[config.mk]
export PLATFORM = sky130hd
export DESIGN_NAME = pl_execute_stage
export DESIGN_NICKNAME = d
export VERILOG_FILES = /design/src/rtl/pl_pkg.sv /design/src/rtl/pl_alu.sv /design/src/rtl/pl_execute_stage.sv
export SDC_FILE = /design/constraint.sdc
export NUM_CORES = 1
export LEC_CHECK = 0
export BUFFER_PORTS_ARGS = -buffer_cell sky130_fd_sc_hd__buf_2
export CAP_MARGIN = 5
export CORE_ASPECT_RATIO = 0.8
export CORE_MARGIN = 5
export CORE_UTILIZATION = 25
export DETAILED_ROUTE_END_ITERATION = 8
export PLACE_DENSITY_LB_ADDON = 0.15
export SKIP_LAST_GASP = 1
export SLEW_MARGIN = 20
export SYNTH_ARGS = -nofsm -noshare
export SYNTH_HDL_FRONTEND = slang
export SYNTH_SLANG_ARGS = --single-unit
[constraint.sdc]
create_clock -name clk -period 10.6 [get_ports clk]
set_clock_uncertainty 0.15 [all_clocks]
set_input_delay 1.06 -clock clk [delete_from_list [all_inputs] [get_ports clk]]
set_output_delay 1.06 -clock clk [all_outputs]
set_load 0.02 [all_outputs]
[src/rtl/pl_pkg.sv]
// Shared definitions for the pipeline execute stage: ALU opcodes, branch funct3
// codes, the ID/EX register layout and the branch-condition decode.
package pl_pkg;

    typedef enum logic [3:0] {
        ALU_ADD  = 4'b0000,
        ALU_SUB  = 4'b0001,
        ALU_AND  = 4'b0010,
        ALU_OR   = 4'b0011,
        ALU_XOR  = 4'b0100,
        ALU_SLL  = 4'b0101,
        ALU_SRL  = 4'b0110,
        ALU_SRA  = 4'b0111,
        ALU_SLT  = 4'b1000,
        ALU_SLTU = 4'b1001
    } alu_op_e;

    localparam logic [2:0] F3_BEQ  = 3'b000;
    localparam logic [2:0] F3_BNE  = 3'b001;
    localparam logic [2:0] F3_BLT  = 3'b100;
    localparam logic [2:0] F3_BGE  = 3'b101;
    localparam logic [2:0] F3_BLTU = 3'b110;
    localparam logic [2:0] F3_BGEU = 3'b111;

    typedef struct packed {
        alu_op_e     alu_ctrl;
        logic [2:0]  funct3;
        logic        branch;
        logic        jump;
        logic        jalr;
        logic [31:0] src_a;
        logic [31:0] src_b;
        logic [31:0] pc;
        logic [31:0] imm;
        logic [4:0]  rd;
        logic        reg_write;
    } idex_t;

    // Flags come from the a-b subtraction; funct3 010/011 are not branches.
    function automatic logic branch_taken(input logic [2:0] funct3, input logic zero,
                                          input logic neg, input logic ovf, input logic ltu);
        logic taken;
        taken = 1'b0;
        case (funct3)
            F3_BEQ:  taken = zero;
            F3_BNE:  taken = !zero;
            F3_BLT:  taken = neg ^ ovf;
            F3_BGE:  taken = !(neg ^ ovf);
            F3_BLTU: taken = ltu;
            F3_BGEU: taken = !ltu;
            default: taken = 1'b0;
        endcase
        return taken;
    endfunction

endpackage

[src/rtl/pl_alu.sv]
// Combinational 32-bit ALU. zero/neg/ovf always describe a-b so the branch
// unit can use them whatever operation is selected.
module pl_alu
    import pl_pkg::*;
(
    input  logic [31:0] a,
    input  logic [31:0] b,
    input  alu_op_e     alu_ctrl,
    output logic [31:0] result,
    output logic        zero,
    output logic        neg,
    output logic        ovf
);

    logic [31:0] diff;

    assign diff = a - b;
    assign zero = (diff == 32'd0);
    assign neg  = diff[31];
    assign ovf  = (a[31] ^ b[31]) & (a[31] ^ diff[31]);

    always_comb begin
        result = 32'd0;
        case (alu_ctrl)
            ALU_ADD:  result = a + b;
            ALU_SUB:  result = diff;
            ALU_AND:  result = a & b;
            ALU_OR:   result = a | b;
            ALU_XOR:  result = a ^ b;
            ALU_SLL:  result = a << b[4:0];
            ALU_SRL:  result = a >> b[4:0];
            ALU_SRA:  result = $signed(a) >>> b[4:0];
            ALU_SLT:  result = {31'd0, neg ^ ovf};
            ALU_SLTU: result = {31'd0, a < b};
            default:  result = 32'd0;
        endcase
    end

endmodule

[src/rtl/pl_execute_stage.sv]
// Execute stage: ID/EX register, ALU and branch/jump resolution, EX/MEM register.
// Every ex_* data output is meaningful only while ex_valid=1; there is no backpressure.
module pl_execute_stage
    import pl_pkg::*;
(
    input  logic        clk,
    input  logic        rst,
    input  logic        id_valid,
    input  logic        stall,
    input  logic        flush,
    input  logic [3:0]  alu_ctrl,
    input  logic [2:0]  funct3,
    input  logic        branch,
    input  logic        jump,
    input  logic        jalr,
    input  logic [31:0] src_a,
    input  logic [31:0] src_b,
    input  logic [31:0] pc,
    input  logic [31:0] imm,
    input  logic [4:0]  rd,
    input  logic        reg_write,
    output logic        ex_valid,
    output logic [31:0] ex_result,
    output logic [4:0]  ex_rd,
    output logic        ex_reg_write,
    output logic        ex_redirect,
    output logic [31:0] ex_target
);

    idex_t       id_in;
    idex_t       idex;
    logic        idex_valid;
    logic [31:0] alu_result;
    logic        alu_zero;
    logic        alu_neg;
    logic        alu_ovf;
    logic        alu_ltu;
    logic        br_cond;
    logic        redirect;
    logic [31:0] target;
    logic [31:0] result;

    assign id_in = '{alu_ctrl:  alu_op_e'(alu_ctrl),
                     funct3:    funct3,
                     branch:    branch,
                     jump:      jump,
                     jalr:      jalr,
                     src_a:     src_a,
                     src_b:     src_b,
                     pc:        pc,
                     imm:       imm,
                     rd:        rd,
                     reg_write: reg_write};

    // Flush beats stall: the held instruction is killed even while stalled.
    always_ff @(posedge clk or posedge rst) begin
        if (rst) begin
            idex_valid <= 1'b0;
            idex       <= '0;
        end else if (flush) begin
            idex_valid <= 1'b0;
        end else if (!stall) begin
            idex_valid <= id_valid;
            idex       <= id_in;
        end
    end

    pl_alu u_alu (
        .a        (idex.src_a),
        .b        (idex.src_b),
        .alu_ctrl (idex.alu_ctrl),
        .result   (alu_result),
        .zero     (alu_zero),
        .neg      (alu_neg),
        .ovf      (alu_ovf)
    );

    assign alu_ltu  = idex.src_a < idex.src_b;
    assign br_cond  = branch_taken(idex.funct3, alu_zero, alu_neg, alu_ovf, alu_ltu);
    assign redirect = idex_valid & (idex.jump | (idex.branch & br_cond));
    assign target   = (idex.jump & idex.jalr) ? {alu_result[31:1], 1'b0} : idex.pc + idex.imm;
    assign result   = idex.jump ? idex.pc + 32'd4 : alu_result;

    // A stall sends a bubble downstream; data fields keep their old values.
    always_ff @(posedge clk or posedge rst) begin
        if (rst) begin
            ex_valid     <= 1'b0;
            ex_reg_write <= 1'b0;
            ex_redirect  <= 1'b0;
            ex_result    <= 32'd0;
            ex_target    <= 32'd0;
            ex_rd        <= 5'd0;
        end else if (stall) begin
            ex_valid     <= 1'b0;
            ex_reg_write <= 1'b0;
            ex_redirect  <= 1'b0;
        end else begin
            ex_valid     <= idex_valid;
            ex_reg_write <= idex_valid & idex.reg_write;
            ex_redirect  <= redirect;
            ex_result    <= result;
            ex_target    <= target;
            ex_rd        <= idex.rd;
        end
    end

endmodule

[Word level (Yosys, flattened, before mapping)]
Cells that the tools add are included.
Storage, ports and cells
  RAM bits: 0
  register bits after elaboration: 217
  output and inout bits: 72
  memories kept: 0
  logic and storage cells: 71
  latch bits: 0
  input port bits: 149
  memory bits (read-only): 0
Operators by class
  $mul: 0
  bitwise logic cells: 14
  shift-type cells: 3
  divide/modulo/power cells: 0
  mux-type cells: 9
  eq/ne operators: 15
  reductions and logical operators: 7
  add/sub/neg operators: 4
  order comparisons: 1
Operators by type and width (count)
  $pmux W32 S10: 1
  $add A32 B32 Y32: 2
  $mux W32: 2
  $add A32 B3 Y32 const B: 1
  $and A32 B32 Y32: 1
  $logic_not A32 Y1: 1
  $lt A32 B32 Y1: 1
  $or A32 B32 Y32: 1
  $shl A32 B5 Y32: 1
  $shr A32 B5 Y32: 1
  $sshr A32 B5 Y32: 1
  $sub A32 B32 Y32: 1
  $xor A32 B32 Y32: 1
  $eq A4 B3 Y1 const B: 4
  $eq A3 B3 Y1 const B: 4
  $eq A4 B2 Y1 const B: 2
  $eq A4 B4 Y1 const B: 2
  $pmux W1 S6: 1
  $and A1 B1 Y1: 5
  $mux W1: 5
  $eq A4 B1 Y1 const B: 1
  $logic_not A4 Y1: 1
  $eq A3 B1 Y1 const B: 1
  $logic_not A1 Y1: 3
  6 further kinds: 9

[Depth between registers and ports, before layout]
Gate-level depths: netlist (run 1).
  word-level depth: 10
  depth in mapped cells: 26
  mapped depth without buffers: 23

[Hierarchy]
From an unflattened synthesis (run 1), not the netlist that was laid out.
Unflattened totals
  cell total of the unflattened synthesis: 2407
  area total of the unflattened synthesis: 20173.1 um2
Modules (own cells, without submodules)
  pl_execute_stage: times used 1, seq. area each 5430.2 um2, area each 11235.8 um2, cells an instance 1074
  pl_alu: times used 1, seq. area each 0.0 um2, area each 8937.3 um2, cells an instance 1333

[Least setup slack after synthesis (run 1)]
No wires, ideal clock.
  kind: register -> register
  from: reg idex[72] (netlist bit)
  to: reg ex_redirect
  stages on the path, launching flop included: 27
  clock period less this slack: 6509 ps
  buffers on the path: 3
  slack: 4091 ps
  arrival: 6286 ps
  path through: dfrtp_1 inv_2 buf_1 clkbuf_1 ha_1 buf_6 nor3_2 o311ai_1 a311oi_2 nor2_1 o31ai_1 a21oi_1 o21ai_0 a21oi_1 fa_1 nand3b_1 a2111o_1 a221o_1 a2111oi_1 nand4_1 or4_1 nor4_2 and4_1 nand4_1 or4_1 a21o_1 a21boi_2
Between the ends
  longest elaborated chain between the ends: 10
RTL lines
  from (decl): RTL line pl_execute_stage.sv:31  | idex_t idex;
  from (signal assigned): RTL line pl_execute_stage.sv:64  | idex <= id_in;
  $sub A32 B32 Y32: RTL line pl_alu.sv:17  | assign diff = a - b;
  $xor A1 B1 Y1: RTL line pl_alu.sv:20  | assign ovf = (a[31] ^ b[31]) & (a[31] ^ diff[31]);
  $and A1 B1 Y1: RTL line pl_alu.sv:20
  $xor A1 B1 Y1: RTL line pl_pkg.sv:47, pl_pkg.sv:48
  $logic_not A1 Y1: RTL line pl_pkg.sv:48  | F3_BGE: taken = !(neg ^ ovf);
  $pmux W1 S6 *: RTL line pl_pkg.sv:44  | case (funct3)
  $and A1 B1 Y1 *: RTL line pl_execute_stage.sv:80  | assign redirect = idex_valid & (idex.jump | (idex.branch & br_cond));
  $or A1 B1 Y1 *: RTL line pl_execute_stage.sv:80
  $and A1 B1 Y1 *: RTL line pl_execute_stage.sv:80
  $mux W1 *: RTL line pl_execute_stage.sv:93  | end else if (stall) begin
  to (signal assigned): RTL line pl_execute_stage.sv:100  | ex_redirect <= redirect;
  to (decl): RTL line pl_execute_stage.sv:26  | output logic ex_redirect,
Mark *: on every way between the ends. The rest lies on a longest branch, timed or not.
A chain may end at the register's enable or synchronous reset.

[Worst setup path after layout (run 1)]
  from: reg idex[71] (netlist bit)
  to: reg ex_redirect
The elaborated chain is that of the path after synthesis.

==> results.md, run 1 <==
- # rows: 91
- H-tree levels: 1
- Worst relative slew slack: 22.3%
- Peak VDD IR: 0.125 mV
- Pwr Density: 200 nW/um^2
- Seq/Total Area, Yosys: 28.0%
- Worst Hold Depth: 2
- Final ANT Viol Nets: 0
- Crit-path max FO: 46
- Worst Max-Slew Pin Slew: 1150 ps
- Clock Latency Late Sink: 590 ps
- CP startpoint kind: flop
- Post-synthesis cell count: 2,374
- Synth top area cells: dfrtp_1 28%, ha_1 8.3%, o21ai_0 6.1%
- Largest net degree at the start of global routing: 153
- GP Congestion: 0.975
- Syn_area_per_cell: 8.17 sq um
- Hold EP: ex_result[16]$_DFFE_PP0N_
- Synth Area in Compound Gates: 25.3%
- Core area: 77,000 sq um
- Hold-fix buffers at CTS: 0
- Warnings, synthesis: 0
- DR DRC count: 0
- Die H: 259 um
- Post_cts resized: 0
- RSZ-0062 raised after global routing: no
- Clock Pin Slew Worst Setup and Hold Paths: 60 ps
- Max Cap Viol: 0
- Area of the multi-input gates: 12,900 sq um
- RR Endpoint: ex_redirect$_DFF_PP0_
- Die Width: 321 um
- Nets: 2,781
- Vias in the first global route: 19,139
- Delay of the slowest critical-path stage: 610 ps
- First-pass GRT wire length: 135 mm
- Period minus WS final: 8710 ps
- Max Fclk: 0.115 GHz
- Initial Util: 25.2%
- EDFF count, synth: 0
- Cell taking the most area after synthesis: dfrtp_1
- Leakage power: 9.61 nW
- Flops & latches, synth: 217
- Area Overhead vs Synth: 15.9%
- GR Overflow Total: 0
- Area taken by flip-flops and latches: 5430 sq um
- DRT Pass-1 Iters: 6
- Outcome: completed
- HP Class: flop to flop
- Worst R2R Path Depth: 24
- GRT Util Overall: 21.4%
- Critical Path AT: 9090 ps
- Fin crit share: 82.2%
- Asr flop ratio synth: 100%
- FF-to-FF setup slack: 1890 ps
- Fraction of the mapped netlist area in adder cells: 8.73%
- Vias post-DR: 19,581
- Pwr Total: 4.50 mW
- # port buffers: 220
- Post-DP HPWL: 71.2 mm
- CP max-delay cell: o31ai_1
- Clk sinks: 217
- Crit. End Element: flop
- Final WL: 92.7 mm
- Critical path class: flop to flop
- 1st-iter DRT viols: 2,024
- Synth Area in Simple Gates: 17.1%
- Final max-slew violation count: 0
- Initial antenna violation count: 10
- Avg WL per Cell: 26.2 um
- Post-synthesis mux area share: 12.0%
- CTS tree: done
- Final Hold Viols: 0
- Hold_sp: ex_result[16]$_DFFE_PP0N_
- Final setup viols: 0
- Share of cells above drive strength 1: 18.6%
- # fillers: 8,379
- Clock Path Buffers: 3
- Via-to-Cell Ratio: 5.53
- Post-Synth XOR/XNOR Area: 3.39%
- Main synth FF type: dfrtp_1
- Syn nets: 2,656
- Die ar.: 83,300 sq um
- Crit path required time: 10,970 ps
- Critical R2R Launch: idex[71]$_DFFE_PP0P_
- Netlist cell types: 83
- Synthesized cell area: 19,400 sq um
- # IOs: 221
- Postcts setup bufs: 0
- Largest family of logic cells by synthesized area: compound AO/OA/AOI/OAI gates
- CP Cell Sequence: buf_4 > clkinv_1 > ha_1 > nor3_2 > o311ai_1 > a311oi_2 > nor2_1 > o31ai_1 > a21oi_1 > o21ai_0 > a21oi_1 > fa_1 > nand3b_1 > a2111o_1 > a221o_1 > a2111oi_1 > nand4_1 > or4_1 > nor4_2 > and4_1 > nand4_1 > or4_1 > a21o_1 > a21boi_2
- Yosys top cell area share: 28.0%
- Clock root buffer: clkbuf_16
- CTS buffer count: 29
- TNS Setup: 0 ps
[critical path: cells and delay by family, from the launching register on]
family,cells,cell delay [ps]
AOI/OAI and AO/OA,11,3280
adders and majority gates,2,1080
buffers and inverters,2,1020
DFF,1,340
and+or+nand+nor,9,2740
[final cells by class]
type                    count  area share, %
diodes                      2         0.0223
well taps                1023           5.69
multi-input cells        1874           57.5
clock buffers              35           3.46
inverters                 122           2.07
flip-flops and latches    217           24.2
repair buffers            255           6.13
clock inverters            15          0.907
[registers in the layout, indices dropped and copies added (netlist names)]
signal / count
ex_valid: 1
ex_reg_write: 1
idex: 144
ex_rd: 5
ex_result: 32
ex_redirect: 1
ex_target: 32
idex_valid: 1
[per-layer routing]
layer | global-route usage [%] | wire, um
met5 | 0 | 57
met4 | 5.10 | 2680
met3 | 5.69 | 7870
met2 | 31.5 | 39000
met1 | 31.0 | 43100
[cells in the mapped netlist, drive strengths merged, types with 39 or more instances]
cell type and instances:
nand3 52, nor3 63, inv 119, xnor2 58, dfrtp 217, a21o 39
nand2 239, a21oi 173, mux2 93, ha 129, clkbuf 130, mux2i 52
nor2 220, o21ai 237
[layout by cell type, fill, tap and decap left out, types with 20 or more instances in the layout]
cell,instances
a21o_1,39
a21oi_1,172
a221oi_1,33
a22oi_1,30
a31oi_1,22
buf_2,219
buf_4,35
clkbuf_16,29
dfrtp_1,214
ha_1,129
inv_1,117
mux2_2,93
mux2i_1,52
mux4_2,34
nand2_1,238
nand2b_1,22
nand3_1,52
nand4_1,20
nor2_1,219
nor2b_1,23
nor3_1,58
o211ai_1,20
o21ai_0,236
o21bai_1,21
o22ai_1,26
xnor2_1,58
[worst max-delay path by stage]
stage | start | end | slack [ps] | cells past startpoint
floorplan | rst | ex_rd[0]$_DFFE_PP0N_ | 3450 | 1
global placement | idex[71]$_DFFE_PP0P_ | ex_redirect$_DFF_PP0_ | 2210 | 24
detailed placement | idex[71]$_DFFE_PP0P_ | ex_redirect$_DFF_PP0_ | 2080 | 24
CTS | idex[71]$_DFFE_PP0P_ | ex_redirect$_DFF_PP0_ | 2040 | 24
global route | idex[71]$_DFFE_PP0P_ | ex_redirect$_DFF_PP0_ | 1540 | 24
finish | idex[71]$_DFFE_PP0P_ | ex_redirect$_DFF_PP0_ | 1890 | 24
[cells by family after synthesis]
kind of cell / Yosys count
buf+inv: 283
flops: 217
mux: 179
compound gates: 764
simple gates: 723
xor+xnor: 75
fa+ha+maj: 133
[through the flow]
step           worst slack (ps)  util, %  hold WS (ps)  instance area, sq um  instances
6_report                   1890     29.2           329                 22500       3543
5_1_grt                    1540     29.2           352                 22500       3541
4_1_cts                    2040     29.2           335                 22500       3541
3_5_place_dp               2080     27.9           322                 21500       3491
3_3_place_gp               2210     27.9           319                 21500       3491
2_1_floorplan              3450        -           299                 19400       2374
[where the power goes]
group	internal, mW	switching [mW]	leakage, nW
Clock	0.619	0.429	0.474
Sequential	0.994	0.181	2.62
Combinational	0.798	1.48	6.51
Note: power is estimated with default switching activity, not from simulation.
==> inputs of run 2 (changes only) <==
==> constraint.sdc (replaced) <==
create_clock -name clk -period 7.4 [get_ports clk]
set_clock_uncertainty 0.15 [all_clocks]
set_input_delay 0.74 -clock clk [delete_from_list [all_inputs] [get_ports clk]]
set_output_delay 0.74 -clock clk [all_outputs]
set_load 0.02 [all_outputs]
==> run 2 against run 1 <==
- global-route usage down 0.18 points
- cell count up 1.2%
- via count up 0.52%
- worst hold slack worse by 220 ps
- clock power up 46%
- die area unchanged
- critical path depth unchanged
- sequential power up 41%
- count of clock-buffer cells in the layout down 1
- cell area up 1.7%
- critical path type unchanged
- largest cell class unchanged
- highest routed layer is now met4
==> results.md, run 2 (synthesis gave the netlist of run 1 again) <==
- Crit path required time: 7760 ps
- HP Class: input pin to asynchronous set/reset pin
- Final max-slew violation count: 0
- Placement Cell Area: 21,800 sq um
- # IOs: 221
- Worst slack at placement: 327 ps
- Clock Path Buffers: 3
- Utilization after layout: 29.7%
- Design area: 22,900 sq um
- Fin crit share: 97.1%
- Vias in the first global route: 19,289
- Worst Max-Slew Pin Slew: 1100 ps
- Final WL: 92.5 mm
- Hold-fix buffers at CTS: 0
- GR Overflow Total: 0
- Core area: 77,000 sq um
- Postcts setup bufs: 0
- GRT Util Overall: 21.2%
- 1st-iter DRT viols: 2,195
- Max Fclk: 0.139 GHz
- Initial antenna violation count: 1
- Leakage power: 9.82 nW
- # rows: 91
- RSZ-0062 raised after global routing: no
- Delay of the slowest critical-path stage: 580 ps
- Outcome: completed
- Worst relative slew slack: 26.7%
- Die H: 259 um
- CP max-delay cell: fa_1
- CTS buffer count: 28
- DR DRC count: 0
- Max Cap Viol: 0
- First-pass GRT wire length: 135 mm
- Initial Util: 25.2%
- Die Width: 321 um
- Pwr Density: 287 nW/um^2
- Clock root buffer: clkbuf_16
- Clock Latency Late Sink: 600 ps
- CP Cell Sequence: inv_1 > ha_1 > nor3_4 > o311ai_2 > a311oi_2 > nor2_1 > o31ai_1 > buf_4 > a21oi_1 > o21ai_0 > a21oi_1 > fa_1 > nand3b_1 > a2111o_1 > a221o_1 > a2111oi_1 > nand4_1 > or4_1 > nor4_2 > and4_2 > nand4_1 > or4_1 > a21o_1 > a21boi_2
- Most frequent cells in the layout: 237 x o21ai_0, 237 x nand2_1, 219 x buf_2
- # port buffers: 220
- GP Congestion: 0.967
- CP bufs+invs: 2
- Worst path top cell family by delay: compound AO/OA/AOI/OAI gates
- Area Overhead vs Synth: 17.8%
- Final hold slack: 107 ps
- Final Hold Viols: 0
- Share of cells above drive strength 1: 20.1%
- Clk sinks: 217
- Nets: 2,821
- Avg WL per Cell: 25.8 um
- Critical Path AT: 7540 ps
- Critical path class: flop to flop
- CP startpoint kind: flop
- Final ANT Viol Nets: 0
- Peak VDD IR: 0.189 mV
- Via-to-Cell Ratio: 5.49
- Max FFs per register: 144
- Largest reg by FF count: idex
- H-tree levels: 1
- Vias post-DR: 19,683
- Crit. End Element: flop
- Die ar.: 83,300 sq um
- Largest net degree at the start of global routing: 131
- Final setup viols: 0
- Post-DP HPWL: 71.4 mm
- Worst Setup Slack, final: 218 ps
- Largest registers: idex x144, ex_result x32, ex_target x32
- Post_cts resized: 0
- DRT Pass-1 Iters: 6
- TNS Setup: 0 ps
- Crit-path max FO: 7
- Clock Pin Slew Worst Setup and Hold Paths: 60 ps
- CTS tree: done
- Period minus WS final: 7180 ps
## run 2: worst paths after layout
check	start	endpoint	slack (ps)	cells past startpoint
hold / removal	rst	idex[3]$_DFFE_PP0P_	110	2
min in group clk	src_a[12]	idex[114]$_DFFE_PP0P_	210	3
setup / recovery	idex[104]$_DFFE_PP0P_	ex_redirect$_DFF_PP0_	220	24
max in group asynchronous	rst	idex[142]$_DFFE_PP0P_	5710	3
hold reg to reg	ex_result[9]$_DFFE_PP0N_	ex_result[9]$_DFFE_PP0N_	330	2
setup reg to reg	idex[104]$_DFFE_PP0P_	ex_redirect$_DFF_PP0_	220	24
## run 2: report_power, final
part / switching, mW / internal, mW
Combinational: 2.19 / 1.19
Sequential: 0.230 / 1.42
Clock: 0.613 / 0.918
## run 2: layer usage
| metal | routed length (um) | vias up | track usage [%] |
|---|---|---|---|
| met5 | 0 | - | 0 |
| met4 | 2110 | 0 | 4.23 |
| met3 | 6560 | 100 | 3.33 |
| met2 | 39400 | 828 | 32.0 |
| met1 | 44400 | 9752 | 32.0 |
| li1 | - | 9003 | - |
## run 2: final cells by class
| class | instances | area [sq um] |
|---|---|---|
| timing repair buffer | 296 | 1700 |
| multi-input combinational | 1874 | 13000 |
| tap | 1023 | 1280 |
| sequential | 217 | 5430 |
| inverter | 122 | 465 |
| clock inverter | 17 | 234 |
| fill | 8384 | 54100 |
| clock buffer | 34 | 774 |
| antenna | 1 | 2.50 |
## run 2: stage by stage
step                      instances  total power [mW]
final                          3584              6.57
after detailed placement       3532              4.99
after global routing           3583              6.93
after global placement         3532              5.01
after floorplan                2374              3.74
after CTS                      3583              6.58
